[src/rtl/stream_demux_pkg.sv]
// Shared constants and slot state type for the 1-to-4 stream demultiplexer.
package stream_demux_pkg;

    localparam int unsigned NUM_CH    = 4;
    localparam int unsigned SS_W      = 2;
    localparam int unsigned DEF_DW    = 8;
    localparam int unsigned DEF_CNT_W = 8;

    typedef enum logic {
        SLOT_EMPTY = 1'b0,
        SLOT_FULL  = 1'b1
    } slot_state_e;

endpackage

[src/rtl/demux_chan_slot.sv]
// One-entry holding slot for a single demux output channel.
// Exposes a ready term so the top can build in_ready from the selected channel.
module demux_chan_slot
    import stream_demux_pkg::*;
#(
    parameter int unsigned DW = DEF_DW
) (
    input  logic          clk,
    input  logic          rst_n,
    input  logic          load,
    input  logic [DW-1:0] load_data,
    input  logic          out_ready,
    output logic          out_valid,
    output logic [DW-1:0] out_data,
    output logic          ready
);

    slot_state_e   state_q, state_d;
    logic [DW-1:0] data_q;
    logic          drain;

    always_comb begin
        state_d = state_q;
        drain   = (state_q == SLOT_FULL) && out_ready;
        unique case (state_q)
            SLOT_EMPTY: if (load) state_d = SLOT_FULL;
            SLOT_FULL:  if (drain && !load) state_d = SLOT_EMPTY;
            default:    state_d = SLOT_EMPTY;
        endcase
    end

    always_ff @(posedge clk or negedge rst_n) begin
        if (!rst_n) begin
            state_q <= SLOT_EMPTY;
            data_q  <= '0;
        end else begin
            state_q <= state_d;
            if (load) data_q <= load_data;
        end
    end

    // Slot can take a word if empty or if it is being drained this cycle.
    always_comb begin
        ready     = (state_q == SLOT_EMPTY) || out_ready;
        out_valid = (state_q == SLOT_FULL);
        out_data  = data_q;
    end

endmodule

[src/rtl/stream_demux_1to4.sv]
// 1-to-4 stream demultiplexer with independent per-channel holding slots.
// Define DEMUX_CNT_EN to add per-channel accepted-transfer counters.
module stream_demux_1to4
    import stream_demux_pkg::*;
#(
    parameter int unsigned DW = DEF_DW
`ifdef DEMUX_CNT_EN
    ,
    parameter int unsigned CNT_W = DEF_CNT_W
`endif
) (
    input  logic               clk,
    input  logic               rst_n,
    input  logic [DW-1:0]      in_data,
    input  logic [SS_W-1:0]    in_ss,
    input  logic               in_valid,
    output logic               in_ready,
    output logic [NUM_CH*DW-1:0] out_data,
    output logic [NUM_CH-1:0]  out_valid,
    input  logic [NUM_CH-1:0]  out_ready
`ifdef DEMUX_CNT_EN
    ,
    input  logic               cnt_clr,
    output logic [NUM_CH*CNT_W-1:0] out_cnt
`endif
);

    logic [NUM_CH-1:0] chan_ready;
    logic [NUM_CH-1:0] load;

    // in_ready looks only at the selected channel, never at in_valid.
    always_comb begin
        in_ready = chan_ready[in_ss];
        for (int i = 0; i < NUM_CH; i++) begin
            load[i] = in_valid && in_ready && (in_ss == SS_W'(i));
        end
    end

    for (genvar g = 0; g < NUM_CH; g++) begin : g_slot
        demux_chan_slot #(
            .DW (DW)
        ) u_slot (
            .clk       (clk),
            .rst_n     (rst_n),
            .load      (load[g]),
            .load_data (in_data),
            .out_ready (out_ready[g]),
            .out_valid (out_valid[g]),
            .out_data  (out_data[g*DW +: DW]),
            .ready     (chan_ready[g])
        );
    end

`ifdef DEMUX_CNT_EN
    logic [CNT_W-1:0] cnt_q [NUM_CH];

    // Clear takes priority over a same-cycle increment.
    always_ff @(posedge clk or negedge rst_n) begin
        if (!rst_n) begin
            for (int i = 0; i < NUM_CH; i++) cnt_q[i] <= '0;
        end else if (cnt_clr) begin
            for (int i = 0; i < NUM_CH; i++) cnt_q[i] <= '0;
        end else begin
            for (int i = 0; i < NUM_CH; i++) begin
                if (load[i]) cnt_q[i] <= cnt_q[i] + CNT_W'(1);
            end
        end
    end

    always_comb begin
        out_cnt = '0;
        for (int i = 0; i < NUM_CH; i++) out_cnt[i*CNT_W +: CNT_W] = cnt_q[i];
    end
`endif

endmodule

[config.mk]
export PLATFORM = sky130hd
export DESIGN_NAME = stream_demux_1to4
export DESIGN_NICKNAME = d
export VERILOG_FILES = /design/src/rtl/stream_demux_pkg.sv /design/src/rtl/demux_chan_slot.sv /design/src/rtl/stream_demux_1to4.sv
export SDC_FILE = /design/constraint.sdc
export NUM_CORES = 1
export LEC_CHECK = 0
export BUFFER_PORTS_ARGS = -buffer_cell sky130_fd_sc_hd__clkbuf_2
export CAP_MARGIN = 0
export CORE_MARGIN = 5
export CORE_UTILIZATION = 47
export CTS_BUF_LIST = sky130_fd_sc_hd__clkbuf_8 sky130_fd_sc_hd__clkbuf_16
export DETAILED_ROUTE_END_ITERATION = 16
export GPL_TIMING_DRIVEN = 0
export PLACE_DENSITY = 0.77
export SLEW_MARGIN = 15
export SYNTH_ARGS = -nofsm -noshare
export SYNTH_HDL_FRONTEND = slang
export SYNTH_SLANG_ARGS = --single-unit
export TNS_END_PERCENT = 1
[constraint.sdc]
create_clock -name clk -period 1.52 [get_ports clk]
set_input_delay 0.304 -clock clk [delete_from_list [all_inputs] [get_ports clk]]
set_output_delay 0.304 -clock clk [all_outputs]
set_load 0.02 [all_outputs]
After elaboration in Yosys (flattened, before gate mapping). Cells that the tools add are included.

Bitwise operators: 4. Eq/ne operators: 3. Reductions and logical operators: 22. Magnitude comparators: 1. Muxes and demuxes: 14.

Operators by type and width (number): $logic_and 1x1->1 (13); $mux 1 (9); $pmux 1 s2 (4); $eq 2x2->1 const B (2); $logic_not 1->1 (4); $logic_or 1x1->1 (4); $not 1->1 (4); $lt 2x3->1 const B (1); $bmux 1 s2 (1); $eq 2x1->1 const B (1); $logic_not 2->1 (1).

Word-level logic and storage cells: 52. Register bits after elaboration: 36. Bits of input ports: 17.

Longest topological paths before layout.
Word-level depth: 10. Gate-level depth with buffers: 5.

By module. Synthesis repeated with hierarchy kept, for this count alone.

Cell total of the unflattened synthesis: 85. Area total of the unflattened synthesis: 1544.0 µm².

By module, submodules not included: demux_chan_slot (cells an instance 20, area an instance 369.1 µm², seq. area each 225.2 µm², times used 4); stream_demux_1to4 (cells an instance 5, area an instance 67.6 µm², seq. area each 0.0 µm², times used 1).

Worst setup path before layout. No wires, ideal clock.

Kind: input-to-output. Start point: input port in_ss[1]. End point: output port in_ready. Data arrival time: 1040 ps. Buffers on the path: 1. Path slack: 176 ps. Data required time: 1216 ps. Cell stages on the path: 2. Cell sequence: buf_2 mux4_2.

Longest elaborated chain between the ends: 2.

Ends and longest elaborated chain: start: declaration (line stream_demux_1to4.sv:15) `input logic [SS_W-1:0] in_ss,`; $bmux 1 s2 (line stream_demux_1to4.sv:33) `in_ready = chan_ready[in_ss];`; $mux 1 (implied by the code) (line stream_demux_1to4.sv:33); end: declaration (line stream_demux_1to4.sv:17) `output logic in_ready,`.

Every way passes these cells. The select of a mux whose other input is x is not followed.

Final worst setup path.
Start point: register g_slot[2].u_slot.state_q. End point: output port in_ready.

Longest elaborated chain between the ends: 4.

Ends and longest elaborated chain: start: declaration (line demux_chan_slot.sv:18) `slot_state_e state_q, state_d;`; start signal: assignment (line demux_chan_slot.sv:37) `state_q <= state_d;`; $not 1->1; $logic_or 1x1->1 (line demux_chan_slot.sv:44) `ready = (state_q == SLOT_EMPTY) || out_ready;`; $bmux 1 s2 (line stream_demux_1to4.sv:33); $mux 1 (implied by the code) (line stream_demux_1to4.sv:33).

Every way passes these cells. The select of a mux whose other input is x is not followed.

==> run metrics <==
outcome=complete, but fails checks; failing checks=setup timing; post-route worst setup slack=-165 ps; RSZ-0062 raised after global routing=yes; Yosys Warn Count=0; R2R setup slack=-70 ps; period utilisation layout=111%; f_max=around 590 MHz; class of the worst hold path=in2async; CTS hold repair buffers=0; Final nets=174; initial antenna violation count=0; die height=around 65 µm; commonest non-fill, non-tap cell in the layout=clkbuf_2; Synth cell types=13; Worst-Skew Late Latency=roughly 280 ps; clk_skew=around 1.8 ps; vias in the first global route=1000; Area Growth Syn to Fin=31.2%; DR pass1 iterations=4; most frequent cells in the layout=clkbuf_2 (51), dfrtp_1 (36), mux2_2 (32); fin area=1880 µm²; placed instance area=roughly 1700 µm²; MaxCap Viol Count=0; setup TNS=-660 ps; flops & latches, synth=36; Post-Syn Instances=92; Fin. Hold Viols=0; RD Place Congestion=a little over 0.8; VDD IR max=about 800 µV; GRT overflow=0; CTS tree=done; die area=approximately 4200 µm²; Slew @ Worst Pin=between 800 and 900 ps; Startpoint Class=flop; drt wl/cell=roughly 16 µm; CP Max Fanout=3; Critical Path RT=between 1000 and 1500 ps; global router's overall resource usage=15.8%; # clock sinks=36; post-synth net total=109; share of cells above drive strength 1=between 60 and 70%; largest net degree at the start of global routing=37; Slew HR=a little over two fifths; critical path type=reg2out; crit path DAT=1380 ps; routed via count=between 900 and 1000; CTS clk-pin slew, worst paths=60 ps; first-pass GRT wire length=4930 µm; initial cell density of the core=48.1%; Netlist Area Pre-Place=about 1400 µm²; Period minus WS final=about 1700 ps; final setup vio count=9; Final Max Tran Viols=0; Bufs on Longest Clock Path=2; htree depth=2; Num CTS Buffers=5; Setup crit end kind=output port; Root Driver=clkbuf_8; Placeable Area=roughly 3000 µm²; Reg2Reg Depth=4; Rows=20; Synth Area per Inst=between 15 and 20 µm²; port buffer count=52; Ports=54; P_leak=roughly 0.95 nW; Seq/Total Area, Yosys=roughly 63%; die width=between 60 and 70 µm; mean number of vias per cell=around 5; ANT cells=0; DRT iter0 DRCs=31; total power divided by cell area=1410 nW/µm²; drt drc=0; fillcell total=roughly 250; Routed Antenna Nets=0; HPWL Detailed=2200 µm; Total Routed Length=2990 µm
[per-stage QoR]
| step | setup slack (ps) | std cells | total power [W] | hold WS (ps) | utilization, % |
|---|---|---|---|---|---|
| floorplan | 176 | 92 | 0.00170 | 8.41 | - |
| global placement | 0.458 | 177 | 0.00197 | 435 | 58.2 |
| detailed placement | -34.2 | 177 | 0.00200 | 452 | 58.2 |
| CTS | -167 | 189 | 0.00268 | 139 | 62.5 |
| global route | -226 | 191 | 0.00280 | 183 | 63.1 |
| finish | -165 | 191 | 0.00265 | 121 | 63.1 |
[synth_stat cells]
cell type | number | area (µm²)
nand2_1 | 5 | 18.8
mux2_2 | 32 | 360
o21ai_0 | 1 | 5.00
and3_1 | 1 | 6.26
buf_2 | 3 | 15.0
nor3b_4 | 1 | 18.8
dfrtp_1 | 36 | 901
nand3_1 | 1 | 5.00
mux4_2 | 1 | 22.5
nand3b_2 | 1 | 11.3
nand2b_1 | 4 | 25.0
nor2b_1 | 2 | 12.5
buf_4 | 4 | 30.0
[state kept, by name (all words and copies together) (netlist names)]
signal,count
g_slot.u_slot.out_valid,4
g_slot.u_slot.out_data,32
[routing by layer]
metal | up-vias | routed length [µm] | global-route usage (%)
li1 | 444 | - | -
met1 | 468 | 1240 | 18.2
met2 | 38 | 1410 | 25.8
met3 | 5 | 304 | 7.69
met4 | 0 | 33 | 4.92
met5 | - | 0 | 0
[report_power, final]
part	total, W	switching (W)	internal [W]
Sequential	0.00125	0.0000995	0.00115
Combinational	0.000745	0.000429	0.000316
Clock	0.000661	0.000305	0.000355
[worst max-delay path, cell delays in order, from the launching register on]
cell and delay, ps:
dfrtp_1 360, nand2b_1 110, mux4_2 490, buf_8 150
[area by class of cell]
type                       count  area [µm²]  share of cell area [%]
multi-input combinational     49         485                    25.8
buffer                         7        45.0                    2.40
timing repair buffer          58         315                    16.8
clock inverter                 2        7.51                   0.400
clock buffer                   6        82.6                    4.40
tap                           33        41.3                    2.20
sequential                    36         901                    48.0
[path summary, 6_finish.rpt]
path	start	to
worst min register to register	g_slot[1].u_slot.out_data[4]	g_slot[1].u_slot.out_data[4]
worst max-delay path	g_slot[2].u_slot.out_valid	in_ready
worst min-delay path	rst_n	g_slot[3].u_slot.out_valid
max in group asynchronous	rst_n	g_slot[0].u_slot.out_data[4]
worst max register to register	g_slot[1].u_slot.out_valid	g_slot[1].u_slot.out_data[0]
min in group clk	in_data[1]	g_slot[0].u_slot.out_data[1]
[repair_timing]
action                                  4_1_cts  5_1_grt
gates resized for setup                       2        1
endpoints found under the setup margin        9       14
buffers inserted                              4        2
pin swaps                                     0        0
[kinds of logic after synthesis]
kind of cell / Yosys count / synth area share (%)
DFF: 36 / 62.9
muxes: 33 / 26.7
and+or+nand+nor: 15 / 6.82
buffers and inverters: 7 / 3.15
AOI/OAI and AO/OA: 1 / 0.349
(Power assumes the default switching activity.)
